==> src/rtl/render_pkg.sv <==
// Shared render-pipeline types: ray-march FSM states, result status codes and 3-component vectors.
package render_pkg;

    localparam int VEC_W = 16;

    typedef logic [3*VEC_W-1:0] vec3_t;

    typedef enum logic [1:0] {
        HIT     = 2'd0,
        MISS    = 2'd1,
        TIMEOUT = 2'd2
    } march_status_t;

    typedef enum logic [2:0] {
        IDLE,
        LOOKUP_REQ,
        LOOKUP_WAIT,
        STEP_START,
        STEP_WAIT,
        RESULT
    } march_state_t;

endpackage

==> src/rtl/ray_marcher.sv <==
// Ray-march controller: alternates voxel lookups and AABB stepper calls until a hit,
// a world exit or the step budget ends the ray; every output is a register.
module ray_marcher
    import render_pkg::*;
#(
    parameter int WIDTH     = 16,
    parameter int MAX_STEPS = 64,
    parameter int MAT_W     = 8
) (
    input  logic                             clock,
    input  logic                             reset,
    input  logic                             ray_valid,
    output logic                             ray_ready,
    input  logic [3*WIDTH-1:0]               ray_q,
    input  logic [3*WIDTH-1:0]               ray_v,
    output logic                             lookup_valid,
    input  logic                             lookup_ready,
    output logic [3*WIDTH-1:0]               lookup_pos,
    input  logic                             resp_valid,
    input  logic                             resp_occupied,
    input  logic [MAT_W-1:0]                 resp_material,
    input  logic [3*WIDTH-1:0]               resp_l,
    input  logic [3*WIDTH-1:0]               resp_u,
    output logic                             step_start,
    output logic [3*WIDTH-1:0]               step_q,
    output logic [3*WIDTH-1:0]               step_v,
    output logic [3*WIDTH-1:0]               step_l,
    output logic [3*WIDTH-1:0]               step_u,
    input  logic                             step_done,
    input  logic                             step_oob,
    input  logic [3*WIDTH-1:0]               step_qp,
    output logic                             result_valid,
    input  logic                             result_ready,
    output logic [1:0]                       result_status,
    output logic [3*WIDTH-1:0]               result_pos,
    output logic [MAT_W-1:0]                 result_material,
    output logic [$clog2(MAX_STEPS+1)-1:0]   result_steps
);

    localparam int CNT_W = $clog2(MAX_STEPS + 1);

    march_state_t        state;
    logic [3*WIDTH-1:0]  pos;
    logic [3*WIDTH-1:0]  dir;
    logic [CNT_W-1:0]    count;

    function automatic logic [CNT_W-1:0] sat_inc(input logic [CNT_W-1:0] c);
        return (c == CNT_W'(MAX_STEPS)) ? c : c + 1'b1;
    endfunction

    always_ff @(posedge clock) begin
        if (!reset) begin
            state           <= IDLE;
            count           <= '0;
            ray_ready       <= 1'b0;
            lookup_valid    <= 1'b0;
            lookup_pos      <= '0;
            step_start      <= 1'b0;
            step_q          <= '0;
            step_v          <= '0;
            step_l          <= '0;
            step_u          <= '0;
            result_valid    <= 1'b0;
            result_status   <= '0;
            result_pos      <= '0;
            result_material <= '0;
            result_steps    <= '0;
        end else begin
            unique case (state)
                IDLE: begin
                    ray_ready <= 1'b1;
                    if (ray_valid && ray_ready) begin
                        pos          <= ray_q;
                        dir          <= ray_v;
                        count        <= '0;
                        ray_ready    <= 1'b0;
                        lookup_valid <= 1'b1;
                        lookup_pos   <= ray_q;
                        state        <= LOOKUP_REQ;
                    end
                end
                LOOKUP_REQ: begin
                    if (lookup_ready) begin
                        lookup_valid <= 1'b0;
                        state        <= LOOKUP_WAIT;
                    end
                end
                // Responses are only consumed here, so stale ones arriving elsewhere are dropped.
                LOOKUP_WAIT: begin
                    if (resp_valid) begin
                        if (resp_occupied) begin
                            result_status   <= HIT;
                            result_material <= resp_material;
                            result_pos      <= pos;
                            result_steps    <= count;
                            result_valid    <= 1'b1;
                            state           <= RESULT;
                        end else if (count == CNT_W'(MAX_STEPS)) begin
                            result_status   <= TIMEOUT;
                            result_material <= '0;
                            result_pos      <= pos;
                            result_steps    <= count;
                            result_valid    <= 1'b1;
                            state           <= RESULT;
                        end else begin
                            step_l     <= resp_l;
                            step_u     <= resp_u;
                            step_q     <= pos;
                            step_v     <= dir;
                            step_start <= 1'b1;
                            state      <= STEP_START;
                        end
                    end
                end
                STEP_START: begin
                    step_start <= 1'b0;
                    count      <= sat_inc(count);
                    state      <= STEP_WAIT;
                end
                STEP_WAIT: begin
                    if (step_done) begin
                        if (step_oob) begin
                            result_status   <= MISS;
                            result_material <= '0;
                            result_pos      <= pos;
                            result_steps    <= count;
                            result_valid    <= 1'b1;
                            state           <= RESULT;
                        end else begin
                            pos          <= step_qp;
                            lookup_pos   <= step_qp;
                            lookup_valid <= 1'b1;
                            state        <= LOOKUP_REQ;
                        end
                    end
                end
                RESULT: begin
                    if (result_ready) begin
                        result_valid <= 1'b0;
                        ray_ready    <= 1'b1;
                        state        <= IDLE;
                    end
                end
                default: state <= IDLE;
            endcase
        end
    end

endmodule
==> config.mk <==
export PLATFORM = sky130hd
export DESIGN_NAME = ray_marcher
export DESIGN_NICKNAME = d
export VERILOG_FILES = /design/src/rtl/render_pkg.sv /design/src/rtl/ray_marcher.sv
export SDC_FILE = /design/constraint.sdc
export NUM_CORES = 1
export LEC_CHECK = 0
export CORE_AREA = 2 2 217 219
export DETAILED_ROUTE_END_ITERATION = 6
export DIE_AREA = 0 0 219 221
export HOLD_SLACK_MARGIN = 0.1
export PLACE_DENSITY_LB_ADDON = 0.3
export SYNTH_ARGS = -nofsm -noshare
export SYNTH_HDL_FRONTEND = slang
export SYNTH_SLANG_ARGS = --single-unit
==> constraint.sdc <==
create_clock -name clock -period 8.3 [get_ports clock]
set_input_delay 2.075 -clock clock [delete_from_list [all_inputs] [get_ports clock]]
set_output_delay 2.075 -clock clock [all_outputs]
set_load 0.1 [all_outputs]
==> run metrics <==
CP required=6.23 ns; delay-heaviest family, CP=buffers and inverters; delay of the slowest critical-path stage=1.26 ns; YS warnings=0; hold buffer count at CTS=0; Core Region=0.0461 sq mm; crit path max fanout=2; number of synthesized flops with an enable pin=96; synthesized area=0.0155 sq mm; DPL Wire Length=35600 um; Peak VDD IR=149 uV; failing checks=design-rule violations; unrepaired setup endpoints after global routing=no; Boundary Pins=566; root buf cell=clkbuf_16; Routed Antenna Nets=0; Setup crit end kind=primary output; Syn-to-layout area delta=48.4%; CTS sink count=415; Syn Area/Cell=9.99 sq um; number of remaining DRC errors=4; Layout Skew=0.0120 ns; final worst slack=4.07 ns; WP buf/inv=1; Leak=7.83 nW; Worst Setup SP=result_status[1]; Async SR Flop Fraction=0%; top_reg_cell synth=dfxtp_1; Slew @ Worst Pin=1.16 ns; Data arrival, critical path=2.16 ns; Crit Path Class=reg -> out; most frequent cells in the layout=clkdlybuf4s50_1, dfxtp_1, nand2_1, nand3_1, o21ai_0; synthesis-stage register bit count=415; Hold Path Class=reg -> reg; setup slack, reg-to-reg=5.20 ns; Hold Vio Cnt, Final=0; crit path to=result_status[1]; WP depth=1; nets=2305; PostCTS Resize Cnt=0; number of global-route vias before repair=12347; largest net degree at the start of global routing=233; R2R depth=5; max cap viols=0; global-route wire length before repair=73400 um; Post-CTS Setup Bufs=0; clock-pin slew on the worst setup and hold paths=0.06 ns; cell chain of the critical path=clkdlybuf4s50_1; power per cell area=208 mW/mm^2; final WL=49900 um; routed length per instance=18.5 um; CTS tree=done; I/O Buffers=565; fraction of layout cells with a size suffix above 1=6.96%; post-route setup TNS=0 ns; Final setup viols=0; Slew Limit Fails=0; GP Congestion=0.879; final critical-path required period=4.23 ns; Initial DRC Count=777; total die area=0.0484 sq mm; TritonRoute pass-1 iters=7; die width=219 um; slowest CP cell=clkdlybuf4s50_1; sequential area share after synthesis=59.8%; fin crit share=51.0%; status=complete, but fails checks; Core Util, Final=49.9%; relative slew slack=22.5%; Rows=79; Die H=221 um; Syn Nets=1811; fmax=236 MHz; startpoint types=flip-flop; initial antenna violation count=4; Clock Latency Late Sink=0.57 ns; dpl ws=3.56 ns; initial core utilization=33.6%; Vias=12796; Clock Path Buffers=3; Hold Path Cell Cnt=2; most common cell after layout, fill and taps aside=clkdlybuf4s50_1; H-tree level count=2; GRT Residual Overflow=0; Netlist cell types=51; Tot GR Track Use=19.7%; r2r endpoint=result_steps[3]; R2R Path Start=count[2]; Via-to-Cell Ratio=4.75; cell count after synthesis=1552; total CTS buffers=47
-- synthesized netlist by cell type, drive strengths merged, types with 2 or more instances --
cell type,n,area [sq um]
xor2,5,43.8
dfxtp,319,6390
nand4b,2,17.5
nand3b,3,22.5
nor2b,2,12.5
clkbuf,90,352
o21ai,195,976
o32ai,2,17.5
nand2,318,1190
or3b,2,17.5
edfxtp,96,2880
nand3,201,1010
inv,5,18.8
o211ai,2,15.0
nand4,4,25.0
buf,42,285
mux2,48,541
nand2b,5,31.3
and2,2,12.5
o31ai,2,20.0
ha,2,25.0
mux2i,114,1140
or2,2,12.5
nor3,3,15.0
a21oi,10,50.1
a2111oi,2,36.3
nor2,59,221
-- routing by layer --
| layer | global-route usage [%] | up-vias | part of all wire (%) |
|---|---|---|---|
| li1 | - | 6324 | - |
| met1 | 21.2 | 5976 | 37 |
| met2 | 35.5 | 408 | 50 |
| met3 | 6.63 | 86 | 8.9 |
| met4 | 7.48 | 2 | 3.2 |
| met5 | 0 | - | 0.028 |
-- power by group --
group / internal, mW / total, mW / switching (mW)
clock: 1.24 / 2.08 / 0.838
combinational: 0.206 / 0.563 / 0.357
sequential: 2.12 / 2.15 / 0.0280
total: 3.57 / 4.79 / 1.22
-- logic make-up after synthesis --
group | Yosys count | share of synthesized area [%]
compound gates | 221 | 7.62
xor+xnor | 5 | 0.283
fa+ha+maj | 2 | 0.161
buf+inv | 137 | 4.23
flops | 415 | 59.8
mux | 162 | 10.9
simple gates | 610 | 17.0
-- worst min path at each step --
stage	from	end	slack [ns]
after floorplan	dir[0]	step_v[0]	0.44
after global placement	step_q[42]	step_q[42]	0.44
after detailed placement	step_u[1]	step_u[1]	0.44
after CTS	step_q[37]	step_q[37]	0.45
after global routing	result_pos[25]	result_pos[25]	0.47
final	step_q[42]	step_q[42]	0.45
-- stage by stage --
stage               std cells  instance area (sq um)  total power [mW]  hold slack (ns)
floorplan                1552                  15500              2.53            0.437
global placement         2604                  21400              2.75            0.437
detailed placement       2604                  21400              2.76            0.443
CTS                      2691                  23000              4.86            0.452
global route             2691                  23000              4.97            0.468
finish                   2693                  23000              4.79            0.446
-- sequential cells by signal, indices dropped and copies added (netlist names) --
register         cells
dir                 48
result_material      8
state                3
step_start           1
step_u              48
lookup_valid         1
pos                 48
result_pos          48
step_l              48
result_valid         1
result_steps         7
step_v              48
ray_ready            1
result_status        2
count                7
step_q              48
lookup_pos          48
-- area by class of cell --
| type | count | area (sq um) |
|---|---|---|
| Antenna cell | 2 | 5.00 |
| Timing Repair Buffer | 577 | 5780 |
| Sequential cell | 415 | 9270 |
| Fill cell | 4250 | 23100 |
| Multi-Input combinational cell | 1000 | 5610 |
| Inverter | 5 | 18.8 |
| Clock inverter | 14 | 165 |
| Tap cell | 607 | 759 |
| Clock buffer | 73 | 1390 |
Power figures use the tool's default switching activity.
